===== src/rtl/rr_cnt_sched.sv =====
// Round-robin grant scheduler with a saturating grant counter and a Gray-coded copy.
// The controller moves between IDLE, RUN and FULL; grants are issued only in RUN and only while cnt < limit.
module rr_cnt_sched #(
  parameter int N = 4,
  parameter int W = 8
) (
  input  logic         clk,
  input  logic         rst,
  input  logic         en,
  input  logic         clr,
  input  logic [W-1:0] limit,
  input  logic [N-1:0] req,
  output logic [N-1:0] gnt,
  output logic         inc,
  output logic [W-1:0] cnt,
  output logic [W-1:0] cnt_gray,
  output logic         full
);

  localparam int unsigned NU = N;
  localparam int PW = (N > 1) ? $clog2(N) : 1;

  localparam logic [1:0] IDLE = 2'd0;
  localparam logic [1:0] RUN  = 2'd1;
  localparam logic [1:0] FULL = 2'd2;

  logic [1:0]    state, state_nxt;
  logic [PW-1:0] ptr, ptr_nxt, pick_ptr;
  logic [N-1:0]  cand, pick, gnt_nxt;
  logic          pick_any;
  logic [W-1:0]  cnt_nxt;

  // A requester still showing its grant is masked so it cannot win twice in a row.
  always_comb begin
    cand     = req & ~gnt;
    pick     = '0;
    pick_any = 1'b0;
    pick_ptr = ptr;
    for (int unsigned k = 0; k < NU; k++) begin
      for (int unsigned j = 0; j < NU; j++) begin
        if (!pick_any && cand[j] && (j == ((32'(ptr) + k) % NU))) begin
          pick_any = 1'b1;
          pick[j]  = 1'b1;
          pick_ptr = PW'((j + 1) % NU);
        end
      end
    end
  end

  always_comb begin
    state_nxt = state;
    ptr_nxt   = ptr;
    gnt_nxt   = '0;
    cnt_nxt   = cnt;
    if (clr) begin
      cnt_nxt = '0;
      if (!en)
        state_nxt = IDLE;
      else
        state_nxt = (limit == '0) ? FULL : RUN;
    end else if (!en) begin
      state_nxt = IDLE;
    end else begin
      case (state)
        IDLE: state_nxt = (cnt < limit) ? RUN : FULL;
        RUN: begin
          if (cnt >= limit) begin
            state_nxt = FULL;
          end else if (pick_any) begin
            gnt_nxt = pick;
            cnt_nxt = cnt + 1'b1;
            ptr_nxt = pick_ptr;
            if (cnt_nxt == limit)
              state_nxt = FULL;
          end
        end
        FULL: if (limit > cnt) state_nxt = RUN;
        default: state_nxt = IDLE;
      endcase
    end
  end

  always_ff @(posedge clk or posedge rst) begin
    if (rst) begin
      state    <= IDLE;
      ptr      <= '0;
      gnt      <= '0;
      cnt      <= '0;
      cnt_gray <= '0;
      full     <= 1'b0;
    end else begin
      state    <= state_nxt;
      ptr      <= ptr_nxt;
      gnt      <= gnt_nxt;
      cnt      <= cnt_nxt;
      cnt_gray <= cnt_nxt ^ (cnt_nxt >> 1);
      full     <= (state_nxt == FULL);
    end
  end

  assign inc = |gnt;

endmodule


===== config.mk =====
export PLATFORM = sky130hd
export DESIGN_NAME = rr_cnt_sched
export DESIGN_NICKNAME = d
export VERILOG_FILES = /design/src/rtl/rr_cnt_sched.sv
export SDC_FILE = /design/constraint.sdc
export NUM_CORES = 1
export LEC_CHECK = 0
export ABC_AREA = 1
export CAP_MARGIN = 5
export CORE_MARGIN = 2
export CORE_UTILIZATION = 30
export CTS_CLUSTER_DIAMETER = 120
export DETAILED_ROUTE_END_ITERATION = 8
export SLEW_MARGIN = 20
export SYNTH_ARGS = -nofsm -noshare
export SYNTH_HDL_FRONTEND = slang
export SYNTH_SLANG_ARGS = --single-unit

===== constraint.sdc =====
create_clock -name clk -period 2.31 [get_ports clk]
set_clock_uncertainty 0.2 [all_clocks]
set_input_delay 0.462 -clock clk [delete_from_list [all_inputs] [get_ports clk]]
set_output_delay 0.462 -clock clk [all_outputs]
set_load 0.01 [all_outputs]

* Yosys cells after proc, flatten, opt, wreduce, memory -nomap -nowiden
Cells that the tools add are included.
** Word-level totals
- Flip-flop bits (word level) :: 25
- Output and inout bits :: 22
- Word-level logic and storage cells :: 156
** Operators by class
- Add/sub/neg operators :: 4
- Magnitude comparators :: 3
- Eq/ne operators :: 16
- Multiplexer cells :: 67
- Bitwise logic cells :: 5
- Reduce and logical (&&, ||, !) cells :: 55
** Operator list (number)
- $logic_not A32 Y1 :: 4
- $mux W2 :: 25
- $mux W8 :: 5
- $logic_and A1 B1 Y1 :: 31
- $mux W1 :: 31
- $mux W4 :: 5
- $eq A2 B2 Y1 const A :: 8
- $reduce_bool A16 Y1 :: 1
- $logic_not A1 Y1 :: 15
- $add A8 B1 Y8 const B :: 1
- $eq A1 B2 Y1 const A :: 4
- $eq A8 B8 Y1 :: 1
- $ge A8 B8 Y1 :: 1
- $gt A8 B8 Y1 :: 1
- $logic_not A8 Y1 :: 1
- $lt A8 B8 Y1 :: 1
- $xor A8 B7 Y8 :: 1
- $pmux W2 S3 :: 1
- $reduce_and A6 Y1 :: 1
- $add A2 B2 Y2 const B :: 2
- $and A4 B4 Y4 :: 1
- $eq A2 B2 Y1 const B :: 2
- $not A4 Y4 :: 1
- $reduce_or A4 Y1 :: 1
- other kinds (4) :: 5

* Depth between registers and ports, before layout
- Depth after elaboration :: 70
- Gate-level depth with buffers :: 18
- Gate-level depth less buffers :: 18

* Least setup slack after synthesis
OpenSTA, ideal clock, no wires.
- Path kind :: register to register
- From :: register cnt[3]
- To :: register gnt[0]
- Library setup time :: 82 ps
- Arrival :: 2276 ps
- Required time :: 2028 ps
- Slack :: -248 ps
- Cell stages (with the launch flop) :: 13
- Buffers on the path :: 0
- Cells stage by stage :: dfrtp_1 -> inv_1 -> ha_1 -> nand2_1 -> o21ai_0 -> nand2_1 -> a22oi_1 -> nand2_1 -> nor3_2 -> nand2_4 -> nor2_2 -> inv_1 -> a31oi_1
** Between the ends
- Longest elaborated chain between the ends :: 5
** RTL lines
- start, declared :: line 15 : output logic [W-1:0] cnt,
- start signal, assigned :: line 95 : cnt <= cnt_nxt;
- $ge A8 B8 Y1 :: line 67 : if (cnt >= limit) begin
- $mux W4 :: line 67
- $mux W4 :: line 64 : case (state)
- $mux W4 :: line 61 : end else if (!en) begin
- $mux W4 :: line 55 : if (clr) begin
- named net gnt_nxt[0] :: line 29 : logic [N-1:0] cand, pick, gnt_nxt;
- end signal, assigned :: line 94 : gnt <= gnt_nxt;
- end, declared :: line 13 : output logic [N-1:0] gnt,
The timed path passes the listed nets, and every way through them passes these cells.
A chain may end at the register's enable or synchronous reset.

* Worst setup path after layout
- From :: register ptr[0]
- To :: register cnt_gray[3]
** Between the ends
- Longest elaborated chain between the ends :: 69
** RTL lines
- start, declared :: line 28 : logic [PW-1:0] ptr, ptr_nxt, pick_ptr;
- start signal, assigned :: line 93 : ptr <= ptr_nxt;
- $logic_not A32 Y1 :: line 41 : if (!pick_any && cand[j] && (j == ((32'(ptr) + k) % NU))) begin
- $logic_and A1 B1 Y1 :: line 41
- $mux W1 :: line 41
- $logic_not A1 Y1 :: line 41
- $logic_and A1 B1 Y1 (2 in series) :: line 41
- $mux W1 :: line 41
- $logic_not A1 Y1 :: line 41
- $logic_and A1 B1 Y1 (2 in series) :: line 41
- [... 52 more ...]
- $mux W1 (*) :: line 41
- $mux W8 (*) :: line 69 : end else if (pick_any) begin
- $mux W8 (*) :: line 67
- $mux W8 (*) :: line 64
- $mux W8 (*) :: line 61
- $mux W8 (*) :: line 55
- named net cnt_nxt[3] :: line 31 : logic [W-1:0] cnt_nxt;
- $xor A8 B7 Y8 (*) :: line 96 : cnt_gray <= cnt_nxt ^ (cnt_nxt >> 1);
- end signal, assigned :: line 96
- end, declared :: line 16 : output logic [W-1:0] cnt_gray,
Mark *: on every way through the listed nets, which the timed path passes. The rest lies on a longest branch.

==> results_dict.tcl <==
set metrics [dict create \
    timing.rr.end "cnt_gray[3]" \
    hold_viol_final 0 \
    status "finished, violations left" \
    final_layout_size_suffix_gt1_share_pct 42.02 \
    finalPower_mw 2.238 \
    synthTopCellsByCount "70 x nand2_1, 38 x inv_1, 26 x nand3_1" \
    syn-num-nets 287 \
    antenna_found_initial 0 \
    worst_pin_slew_ns 0.5779 \
    synth-seq-cells 24 \
    worstHoldPathType "input port to asynchronous set/reset pin" \
    arrival_ns 2.46 \
    final_antenna_net_count 0 \
    power_density_nw_per_um2 691.8 \
    grt_pass1_wl_mm 9.591 \
    setup.worst_path.end "cnt_gray[3]" \
    utilization_pct 54.31 \
    cp.required_ns 2.26 \
    worstSetupEndpointType "register" \
    clkLatencyLatePin_ns 0.26 \
    fp.dieH_um 82.54 \
    rr_startpoint "ptr[0]" \
    hold_buffers 0 \
    wl_per_cell_um 13.10 \
    path_depth 18 \
    gr-usage-all-layers_pct 18.45 \
    synth-edff-count 0 \
    maxCapViolations 0 \
    syn_inst 262 \
    cp_max_fo 6 \
    worst-path-buf-inv 1 \
    first_pass_iters 5 \
    routed_wl_mm 5.909 \
    design_area_sq_um 3234 \
    slew_viol_final 0 \
    num-nets-final 402 \
    max_freq_mhz 398.7 \
    grt_max_degree 25 \
    cts_root_buffer "clkbuf_8" \
    yosys.area.top_type "dfrtp_1" \
    cts_max_path_buffers 2 \
    detailed_place_hpwl_mm 4.144 \
    path_cells "inv_2 > nor2_2 > nand2_2 > nand2_2 > nor2_4 > nand3_2 > nor2_4 > nand3_4 > nor2_4 > nand2_2 > nor2_4 > nand3_4 > nand2_8 > nand2_2 > nand2_2 > nor2_2 > nand2_1 > nand2_1" \
    p_sw_share_pct 41.13 \
    cts_sinks 24 \
    avgSynthCellArea_sq_um 7.063 \
    synth.distinct_cells 31 \
    cp_top_family "simple AND/OR/NAND/NOR gates" \
    die_width_um 82.54 \
    port_buffers 37 \
    yosys-top-cells-area "dfrtp_1 32%, nand2_1 14%, inv_1 7.7%" \
    r2r_cells 18 \
    startpoint "ptr[0]" \
    fin_tns_setup_ns -2.691 \
    seqPwrFrac_pct 23.6 \
    netlist_area_sq_um 1851 \
    postPlaceCellArea_sq_um 2804 \
    drc 0 \
    grt_overflow 0 \
    die_area_sq_um 6813 \
    synth-main-ff-cell "dfrtp_1" \
    place_ws_ns -0.6990 \
    ys_seq_area_share_pct 32.45 \
    ios 38 \
    cts_made_buffers 3 \
    num_rows 28 \
    cp_common_cell "nand2_2" \
    peakVddDrop_uv 303.7 \
    comb_power_share_pct 64.0 \
    detail_route.iter0.violations 110 \
    min_period_ns 2.508 \
    fin_crit_sh_pct 108.6 \
    start_util_pct 31.07 \
    final-setup-viol-count 23 \
    antenna_cells 0 \
    crit_type "register to register" \
    r2r_slack_ns -0.20 \
    start_kind "register" \
    routabilityCongestion 0.8507 \
    cp_slowest_cell "dfrtp_2" \
    p_switching_uw 920.3 \
    first_global_vias 2110 \
    async_reset_ff_share_pct 100.0 \
    rsz0062_at_grt "yes" \
    ys.warnings.count 0 \
    via_per_inst 4.743 \
    p_leak_nw 1.559 \
    p_int_mw 1.317 \
    area_growth_pct 74.78 \
    cts_tree "done" \
    htree_levels 1 \
    netlist.area_leader.share_pct 32.45 \
    setup_ws_ns -0.1984 \
    power_frac_clock_pct 12.3 \
    vias 2139 \
    critPathMaxStageDelay_ns 0.46 \
    slew_headroom_pct 61.43 \
    core_sq_um 5956 \
    path_clk_slew_ns 0.08 \
    violations "setup timing" \
    synth_most_common_cell "nand2_1" \
]
## per-stage QoR
step	instances	hold WS (ns)
floorplan	262	0.2766
global placement	429	0.3731
detailed placement	429	0.3800
CTS	448	0.3502
global route	451	0.3935
finish	451	0.3496
## flip-flops by register name, summed over array words and instances, names as in the netlist
name      flops
gnt           4
state         2
cnt_gray      7
cnt           8
full          1
ptr           2
## cell families (layout without fill, tap and decap cells)
family                   count (synthesis)  count (layout)  synth area share [%]
adder cells (fa/ha/maj)                  9               9                 6.085
buffers and inverters                   41             153                 8.519
AND/OR/NAND/NOR                        160             162                 42.93
XOR/XNOR                                 7               7                 3.313
flip-flops                              24              24                 32.45
AO/OA/AOI/OAI                           21              21                 6.694
## worst register-to-register path, cell delays in order (launching register included)
cell and delay, ns:
dfrtp_2 0.46, inv_2 0.09, nor2_2 0.05, nand2_2 0.08, nand2_2 0.07, nor2_4 0.12
nand3_2 0.10, nor2_4 0.13, nand3_4 0.09, nor2_4 0.12, nand2_2 0.07, nor2_4 0.15
nand3_4 0.20, nand2_8 0.17, nand2_2 0.07, nand2_2 0.08, nor2_2 0.05, nand2_1 0.06
nand2_1 0.06
## power groups by stage
stage	clock network (mW)	logic, mW	registers (mW)
after CTS	0.294	1.32	0.520
after global placement	0	1.09	0.521
final	0.276	1.43	0.529
after floorplan	0	0.595	0.536
after global routing	0.307	1.55	0.537
after detailed placement	0	1.07	0.522
## timing repair
item	in CTS	in global routing
buffers inserted	12	3
gates cloned	3	0
gates resized for setup	57	20
endpoints found under the setup margin	25	24
pin swaps	33	17
## layout make-up
| type | instances | area (sq um) |
|---|---|---|
| flip-flops and latches | 24 | 604.3 |
| inverters | 39 | 150.1 |
| fillers | 580 | 2721 |
| repair buffers | 110 | 948.4 |
| clock buffers | 4 | 55.05 |
| well taps | 75 | 93.84 |
| multi-input cells | 199 | 1383 |
## cell usage in the layout (no fill, tap or decap), types with 3 or more instances in the layout
| cell type | netlist | layout |
|---|---|---|
| xnor2_1 | 3 | 3 |
| o21ai_1 | 0 | 3 |
| nor4_1 | 3 | 3 |
| a21oi_1 | 8 | 6 |
| inv_2 | 1 | 10 |
| nor2_4 | 3 | 9 |
| clkbuf_8 | 0 | 4 |
| clkdlybuf4s50_1 | 0 | 24 |
| nand2_4 | 1 | 8 |
| nor2_2 | 9 | 10 |
| buf_4 | 1 | 68 |
| nand2_1 | 70 | 52 |
| nand3_4 | 2 | 3 |
| nand2_2 | 5 | 15 |
| nand3_1 | 26 | 20 |
| inv_1 | 38 | 28 |
| ha_1 | 9 | 7 |
| nor3_1 | 5 | 4 |
| nor2_1 | 24 | 17 |
| dfrtp_1 | 24 | 21 |
| xor2_1 | 4 | 4 |
| nand3_2 | 1 | 7 |
| dlygate4sd2_1 | 0 | 11 |
| dfrtp_2 | 0 | 3 |
| nand4_1 | 5 | 5 |
| buf_6 | 0 | 3 |
## worst min path at each step
stage,from,endpoint,depth (start not counted)
finish,rst,cnt_gray[2],3
global route,rst,cnt[4],3
CTS,rst,ptr[1],3
detailed placement,state[0],state[0],3
global placement,state[0],state[0],3
floorplan,rst,cnt[0],1
## per-layer routing
metal / vias up / share of wire, % / track usage (%)
li1: 1086 / - / -
met4: 0 / 1.4 / 5.574
met5: - / 0 / 0
met1: 986 / 44 / 23.07
met2: 59 / 50 / 32.50
met3: 8 / 4.6 / 2.935
(Power assumes the default switching activity.)
